File: src/rtl/microwave_operation_control_if.sv
// microwave_operation_control_if: front-panel inputs and timer/magnetron outputs of the cook sequencer.
// Latency: none, plain wires bundled for port grouping.
// Backpressure: none; inputs are levels sampled by the sequencer, outputs are levels or one-cycle pulses.
interface microwave_operation_control_if;
    logic       start_n;
    logic       stop_n;
    logic       door_closed;
    logic       timer_zero;
    logic       kpad_en_n;
    logic       timer_en_n;
    logic       timer_clr_n;
    logic       mag_on;
    logic [1:0] state;
    logic       beep;

    // Front panel / timer side
    modport master (
        output start_n, stop_n, door_closed, timer_zero,
        input  kpad_en_n, timer_en_n, timer_clr_n, mag_on, state, beep
    );

    // Cook sequencer side
    modport slave (
        input  start_n, stop_n, door_closed, timer_zero,
        output kpad_en_n, timer_en_n, timer_clr_n, mag_on, state, beep
    );
endinterface

File: src/rtl/microwave_operation_control.sv
// microwave_operation_control: 4-state cook sequencer (SET/COOK/PAUSE/DONE) driving keypad enable, timer and magnetron.
// Latency: button edge to STATE change is SYNC_STAGES+1 cycles; MAG_ON drops combinationally when the door opens.
// Backpressure: none; each button press yields one event, outputs are registered levels plus a one-cycle clear pulse.
// Optional done beeper is built only when MWAVE_DONE_BEEP_EN is defined; otherwise beep is tied low.
module microwave_operation_control #(
    parameter int SYNC_STAGES = 2,
    parameter int BEEP_CYCLES = 300
) (
    input  logic                          clk_100hz,
    input  logic                          clear_n,
    microwave_operation_control_if.slave  mw
);

    localparam logic [1:0] ST_SET   = 2'b00;
    localparam logic [1:0] ST_COOK  = 2'b01;
    localparam logic [1:0] ST_PAUSE = 2'b10;
    localparam logic [1:0] ST_DONE  = 2'b11;

    logic [SYNC_STAGES-1:0] start_sync;
    logic [SYNC_STAGES-1:0] stop_sync;
    logic [SYNC_STAGES-1:0] door_sync;
    logic                   start_prev;
    logic                   stop_prev;
    logic                   start_s;
    logic                   stop_s;
    logic                   door_s;
    logic                   start_evt;
    logic                   stop_evt;

    logic [1:0]             state_q;
    logic [1:0]             state_nxt;
    logic                   clr_req;
    logic                   kpad_en_n_q;
    logic                   timer_en_n_q;
    logic                   timer_clr_n_q;

    // Synchronizer chains; reset to the inactive level so no phantom press appears after reset
    always_ff @(posedge clk_100hz or negedge clear_n) begin
        if (!clear_n) begin
            start_sync <= '1;
            stop_sync  <= '1;
            door_sync  <= '0;
        end else begin
            start_sync <= {start_sync[SYNC_STAGES-2:0], mw.start_n};
            stop_sync  <= {stop_sync[SYNC_STAGES-2:0],  mw.stop_n};
            door_sync  <= {door_sync[SYNC_STAGES-2:0],  mw.door_closed};
        end
    end

    assign start_s = start_sync[SYNC_STAGES-1];
    assign stop_s  = stop_sync[SYNC_STAGES-1];
    assign door_s  = door_sync[SYNC_STAGES-1];

    // Previous synced button level for falling-edge detection
    always_ff @(posedge clk_100hz or negedge clear_n) begin
        if (!clear_n) begin
            start_prev <= 1'b1;
            stop_prev  <= 1'b1;
        end else begin
            start_prev <= start_s;
            stop_prev  <= stop_s;
        end
    end

    // A held button gives exactly one event: only the high-to-low transition counts
    assign start_evt = start_prev & ~start_s;
    assign stop_evt  = stop_prev  & ~stop_s;

    // Next-state logic; priority is timer zero, then door open, then stop, then start
    always_comb begin
        state_nxt = state_q;
        clr_req   = 1'b0;
        case (state_q)
            ST_SET: begin
                if (stop_evt) begin
                    clr_req = 1'b1;
                end else if (start_evt && door_s && !mw.timer_zero) begin
                    state_nxt = ST_COOK;
                end
            end
            ST_COOK: begin
                if (mw.timer_zero) begin
                    state_nxt = ST_DONE;
                end else if (!door_s || stop_evt) begin
                    state_nxt = ST_PAUSE;
                end
            end
            ST_PAUSE: begin
                if (stop_evt) begin
                    state_nxt = ST_SET;
                    clr_req   = 1'b1;
                end else if (start_evt && door_s && !mw.timer_zero) begin
                    state_nxt = ST_COOK;
                end
            end
            ST_DONE: begin
                // Timer already reads zero, so returning to SET needs no clear
                if (start_evt || stop_evt || !door_s) begin
                    state_nxt = ST_SET;
                end
            end
            default: begin
                state_nxt = ST_SET;
            end
        endcase
    end

    // State register and Moore outputs registered from the next state so they align with STATE
    always_ff @(posedge clk_100hz or negedge clear_n) begin
        if (!clear_n) begin
            state_q       <= ST_SET;
            kpad_en_n_q   <= 1'b0;
            timer_en_n_q  <= 1'b1;
            timer_clr_n_q <= 1'b1;
        end else begin
            state_q       <= state_nxt;
            kpad_en_n_q   <= (state_nxt != ST_SET);
            timer_en_n_q  <= (state_nxt != ST_COOK);
            timer_clr_n_q <= ~clr_req;
        end
    end

    assign mw.state       = state_q;
    assign mw.kpad_en_n   = kpad_en_n_q;
    assign mw.timer_en_n  = timer_en_n_q;
    assign mw.timer_clr_n = timer_clr_n_q;

    // Raw door input kills the magnetron immediately, ahead of the synced PAUSE transition
    assign mw.mag_on = (state_q == ST_COOK) & mw.door_closed;

`ifdef MWAVE_DONE_BEEP_EN
    localparam logic [8:0] BEEP_LOAD = 9'(BEEP_CYCLES);

    logic [8:0] beep_cnt;

    // Beep countdown: load on DONE entry, count down while in DONE, clear on leaving DONE
    always_ff @(posedge clk_100hz or negedge clear_n) begin
        if (!clear_n) begin
            beep_cnt <= '0;
        end else if ((state_nxt == ST_DONE) && (state_q != ST_DONE)) begin
            beep_cnt <= BEEP_LOAD;
        end else if (state_nxt != ST_DONE) begin
            beep_cnt <= '0;
        end else if (beep_cnt != 9'd0) begin
            beep_cnt <= beep_cnt - 9'd1;
        end
    end

    assign mw.beep = (beep_cnt != 9'd0);
`else
    // Keeps the beep length parameter referenced in builds without the beeper
    logic [8:0] unused_beep_load;
    assign unused_beep_load = 9'(BEEP_CYCLES);

    assign mw.beep = 1'b0;
`endif

endmodule

File: src/flat_wrapper.sv
// flat-port wrapper written by rule: the top's interface ports become plain ports
module microwave_operation_control_flat 
#(
    parameter int SYNC_STAGES = 2,
    parameter int BEEP_CYCLES = 300
)
  (clk_100hz, clear_n, mw_start_n, mw_stop_n, mw_door_closed, mw_timer_zero, mw_kpad_en_n, mw_timer_en_n, mw_timer_clr_n, mw_mag_on, mw_state, mw_beep);
  microwave_operation_control_if mw_i ();
  input  logic clk_100hz;
  input  logic clear_n;
  input wire logic [$bits(mw_i.start_n)-1:0] mw_start_n;
  input wire logic [$bits(mw_i.stop_n)-1:0] mw_stop_n;
  input wire logic [$bits(mw_i.door_closed)-1:0] mw_door_closed;
  input wire logic [$bits(mw_i.timer_zero)-1:0] mw_timer_zero;
  output wire logic [$bits(mw_i.kpad_en_n)-1:0] mw_kpad_en_n;
  output wire logic [$bits(mw_i.timer_en_n)-1:0] mw_timer_en_n;
  output wire logic [$bits(mw_i.timer_clr_n)-1:0] mw_timer_clr_n;
  output wire logic [$bits(mw_i.mag_on)-1:0] mw_mag_on;
  output wire logic [$bits(mw_i.state)-1:0] mw_state;
  output wire logic [$bits(mw_i.beep)-1:0] mw_beep;
  assign mw_i.start_n = mw_start_n;
  assign mw_i.stop_n = mw_stop_n;
  assign mw_i.door_closed = mw_door_closed;
  assign mw_i.timer_zero = mw_timer_zero;
  assign mw_kpad_en_n = mw_i.kpad_en_n;
  assign mw_timer_en_n = mw_i.timer_en_n;
  assign mw_timer_clr_n = mw_i.timer_clr_n;
  assign mw_mag_on = mw_i.mag_on;
  assign mw_state = mw_i.state;
  assign mw_beep = mw_i.beep;
  microwave_operation_control #(.SYNC_STAGES(SYNC_STAGES), .BEEP_CYCLES(BEEP_CYCLES)) u_core (.clk_100hz(clk_100hz), .clear_n(clear_n), .mw(mw_i));
endmodule
File: config.mk
export PLATFORM = sky130hd
export DESIGN_NAME = microwave_operation_control_flat
export DESIGN_NICKNAME = d
export VERILOG_FILES = /design/src/rtl/microwave_operation_control_if.sv /design/src/rtl/microwave_operation_control.sv /design/src/flat_wrapper.sv
export SDC_FILE = /design/constraint.sdc
export NUM_CORES = 1
export LEC_CHECK = 0
export ABC_AREA = 1
export BUFFER_PORTS_ARGS = -buffer_cell sky130_fd_sc_hd__buf_2
export CAP_MARGIN = 5
export CORE_AREA = 4 4 41 43
export DETAILED_ROUTE_END_ITERATION = 8
export DIE_AREA = 0 0 45 47
export PLACE_DENSITY = 0.62
export SLEW_MARGIN = 30
export SYNTH_ARGS = -nofsm -noshare
export SYNTH_HDL_FRONTEND = slang
export SYNTH_SLANG_ARGS = --single-unit
File: constraint.sdc
create_clock -name clk_100hz -period 2.2 [get_ports clk_100hz]
set_input_delay 0.22 -clock clk_100hz [delete_from_list [all_inputs] [get_ports clk_100hz]]
set_output_delay 0.22 -clock clk_100hz [all_outputs]
set_load 0.02 [all_outputs]
Word-level counts from Yosys, hierarchy flattened --
Index checks and enable logic that the tools add are counted.
Word-level totals: flip-flop bits (word level) 13, logic and storage cells 38
Cells by class: eq/ne operators 4, mux-type cells 9, bitwise logic cells 6, reduce and logical (&&, ||, !) cells 10
Operator list (number):
- two-way mux 2 bit | 6
- one-hot mux 2 bit (4 select lines) | 1
- == test 2 bit, second input constant | 2
- AND 1 bit | 3
- logical OR 1 bit | 3
- inverter 1 bit | 3
- == test 2 x 1 -> 1 bit, second input constant | 1
- logical AND 1 bit | 2
- zero test 1 bit | 2
- zero test 2 bit | 1
- two-way mux 1 bit | 2
- inequality test 2 x 1 -> 1 bit, second input constant | 1
- nonzero test 2 bit | 1
- OR reduction 2 bit | 1

Longest topological paths before layout --
depth after elaboration 8, gate-level depth with buffers 7

Worst setup path after synthesis --
Ideal clock, no wire load.
kind reg-to-output, start register u_core.state_q[0] (netlist: u_core.mw.state[0]), end output port mw_mag_on, data arrival time 1094 ps, cell stages (with the launch flop) 3, path slack 886 ps, path through dfrtp_1 > inv_2 > nor3b_1
On the way: longest elaborated chain between the ends 2
Ends and longest elaborated chain:
- start: declaration | RTL line microwave_operation_control.sv:30 | logic [1:0] state_q;
- start signal: assignment | RTL line microwave_operation_control.sv:116 | state_q <= state_nxt;
- == test 2 x 1 -> 1 bit | RTL line microwave_operation_control.sv:129 | assign mw.mag_on = (state_q == ST_COOK) & mw.door_closed;
- AND 1 bit | RTL line microwave_operation_control.sv:129
- end: declaration | RTL line flat_wrapper.sv:18 | output wire logic [$bits(mw_i.mag_on)-1:0] mw_mag_on;
Every way passes these cells.

Worst setup path in the final report --
start register u_core.state_q[1] (netlist: u_core.mw.state[1]), end output port mw_mag_on
The elaborated chain is that of the path after synthesis.

==> key figures <==
Synthesis
  • Area leader, netlist: dfstp_2
  • Synthesized area: 490.5 sq um
  • Synth area leaders: dfstp_2 (43%), dfrtp_1 (26%), nand3_1 (6.1%)
  • Sequential area share after synthesis: 0.6837
  • #FFs+latches synth: 13
  • Yosys top cell area share: 0.4286
  • Netlist cell types: 13
  • Syn Area/Cell: 10.66 sq um
  • Async set-reset flop share out of synthesis: 1.000
  • Main synth FF type: dfstp_2
  • Yosys Warn Count: 0
  • Cells after Synth: 46
  • Post-synth EDFFs: 0
  • Post-Syn Nets: 52

Floorplan
  • I/O pin count: 13
  • Die Wd: 45 um
  • Die area: 2115 sq um
  • Core Region: 1301 sq um
  • Die Y: 47 um
  • Initial core utilization: 0.3769
  • Num rows: 13

Cells and area
  • # diodes: 0
  • Register area: 335.3 sq um
  • Commonest cells after routing, fill and taps aside: buf_2 (11), dfstp_2 (8), nand2_1 (6), nand3_1 (6), dfrtp_1 (5)
  • Commonest non-fill, non-tap cell in the layout: buf_2
  • Area Growth Syn to Fin: 21.17%
  • Nets@finish: 68
  • Fillers: 144
  • Core Util, Final: 0.4567
  • Share of layout cells above drive strength 1: 0.4918
  • Area of the multi-input gates: 125.1 sq um

Worst setup path
  • Critical Path AT: 1120 ps
  • Delay-heaviest family, CP: flip-flops
  • Max FO, Critical Path: 7
  • Crit. End Element: output port
  • Slowest-stage cell, CP: dfrtp_1
  • Critical-path cell list: nor3b_1 > buf_2
  • Crit start category: flip-flop
  • Critical R2R Capture: u_core.mw.kpad_en_n
  • CP required: 1980 ps
  • WS Path Type: flip-flop to output port
  • Worst Reg-to-Reg Cells: 7
  • CP peak stage delay: 450 ps
  • CP Buf/Inv Count: 1
  • Critical R2R Launch: u_core.stop_sync[1]
  • Internal reg-to-reg setup slack: 1000 ps

Timing
  • Fmax: 746.3 MHz
  • Setup ws final: 860.0 ps
  • Endpoints failing hold: 0
  • Slew Viols, Final: 0
  • Share of the clock period used by the worst path: 0.6091
  • Tmin final: 1340 ps
  • Final setup TNS: 0 ps
  • Final setup vio count: 0
  • Final Skew: 3.516 ps
  • RSZ-0062 raised after global routing: false

Global routing
  • GRT Total Usage: 0.1004
  • Initial antenna violation count: 0
  • Number of global-route vias before repair: 315
  • Grt total ovfl: 0
  • Largest net degree at the start of global routing: 14
  • First-pass GRT wire length: 1366 um

Drt
  • DRT Pass-1 Iters: 3
  • DRC viols: 0
  • Vias: 327
  • Post-DRT Antenna Nets: 0
  • Drt wl/cell: 10.30 um
  • Initial detailed-routing violation count: 3
  • Wirelength, routed: 783 um
  • Routed vias/inst: 4.303

CTS
  • Clk root buf: clkbuf_4
  • Resized cells post-CTS: 0
  • Clock tree buffer depth: 2
  • Cts bufs inserted: 3
  • CTS tree: done
  • Worst skew pair latency: 270 ps
  • Clock transition at path regs: 80 ps
  • Clock H-tree levels: 1
  • CTS Sinks: 13

Min path
  • Hold WC Path Type: input port to flip-flop
  • Hold depth: 1
  • Hold_sp: mw_start_n
  • Hold Path End: u_core.start_sync[0]

Placement
  • Dpl ws: 1013 ps
  • Gpl congestion: 0.7440
  • DP HPWL: 597 um
  • I/O Buffers: 11

Power
  • Power per cell area: 1172 nW/um^2
  • Worst VDD drop: 0.0004724 V
  • Lkg Pwr: 0.0002982 uW

Flow run
  • Max cap viols: 0

Status
  • Status: finished clean
through the flow:
step	hold WS, ps	instances	total power [uW]	instance area [sq um]
CTS	25.00	76	706.2	594.3
detailed placement	115.8	71	555.5	556.8
floorplan	-75.59	46	484.8	490.5
global route	9.571	76	756.2	594.3
global placement	112.5	71	553.4	556.8
finish	36.87	76	696.7	594.3
power breakdown:
part,switching (uW),internal (uW),total (uW)
clock network,77.4,67.4,145
logic,153,75.1,228
registers,31.0,293,324
kinds of logic (layout without fill, tap and decap cells):
group,after synthesis,in the layout,synth area share
AND/OR/NAND/NOR,22,22,0.2168
flip-flops,13,13,0.6837
buffers and inverters,7,22,0.06123
AO/OA/AOI/OAI,3,3,0.03060
other,1,1,0.007646
worst register-to-register path, cell delays in order (launching register included):
cell	delay [ps]
dfstp_2	540
inv_2	50
nand2_2	70
nand3_1	70
nand2_1	60
nand2_1	50
nor2_2	160
nand3_1	90
layout make-up:
| type | count | share of cell area |
|---|---|---|
| multi-input combinational | 26 | 0.2105 |
| tap | 15 | 0.03158 |
| clock buffer | 3 | 0.03789 |
| inverter | 6 | 0.03789 |
| timing repair buffer | 12 | 0.1095 |
| sequential | 13 | 0.5642 |
| clock inverter | 1 | 0.008421 |
cell usage after synthesis, types with 2 or more instances:
cell	count
nand2_1	6
dfstp_2	8
inv_1	4
nor2_1	4
dfrtp_1	5
nand2_2	4
nand3_1	6
a21oi_1	3
inv_2	2
worst max path at each step:
stage                        startpoint                   to  cells after the start
global route         u_core.mw.state[0]            mw_mag_on                      3
floorplan            u_core.mw.state[0]            mw_mag_on                      2
global placement    u_core.stop_sync[1]  u_core.mw.kpad_en_n                      7
CTS                  u_core.mw.state[1]            mw_mag_on                      2
finish               u_core.mw.state[1]            mw_mag_on                      2
detailed placement  u_core.stop_sync[1]  u_core.mw.kpad_en_n                      7
routing by layer:
| metal | routed length, um | GRT usage | share of wire |
|---|---|---|---|
| met2 | 342 | 0.1356 | 0.44 |
| met4 | 10 | 0.1053 | 0.013 |
| met3 | 54 | 0.03831 | 0.069 |
| met5 | 0 | 0 | 0 |
| met1 | 375 | 0.1169 | 0.48 |
sequential cells by signal, indices dropped and copies added, names as in the netlist:
name	flops
u_core.start_sync	2
u_core.stop_prev	1
u_core.start_prev	1
u_core.stop_sync	2
u_core.mw.kpad_en_n	1
u_core.mw.state	2
u_core.mw.timer_clr_n	1
u_core.door_sync	2
u_core.mw.timer_en_n	1
timing repair:
item	in CTS	in global routing
hold buffers	1	0
buffers inserted	0	0
hold endpoints to repair	5	0
Power figures use the tool's default switching activity.
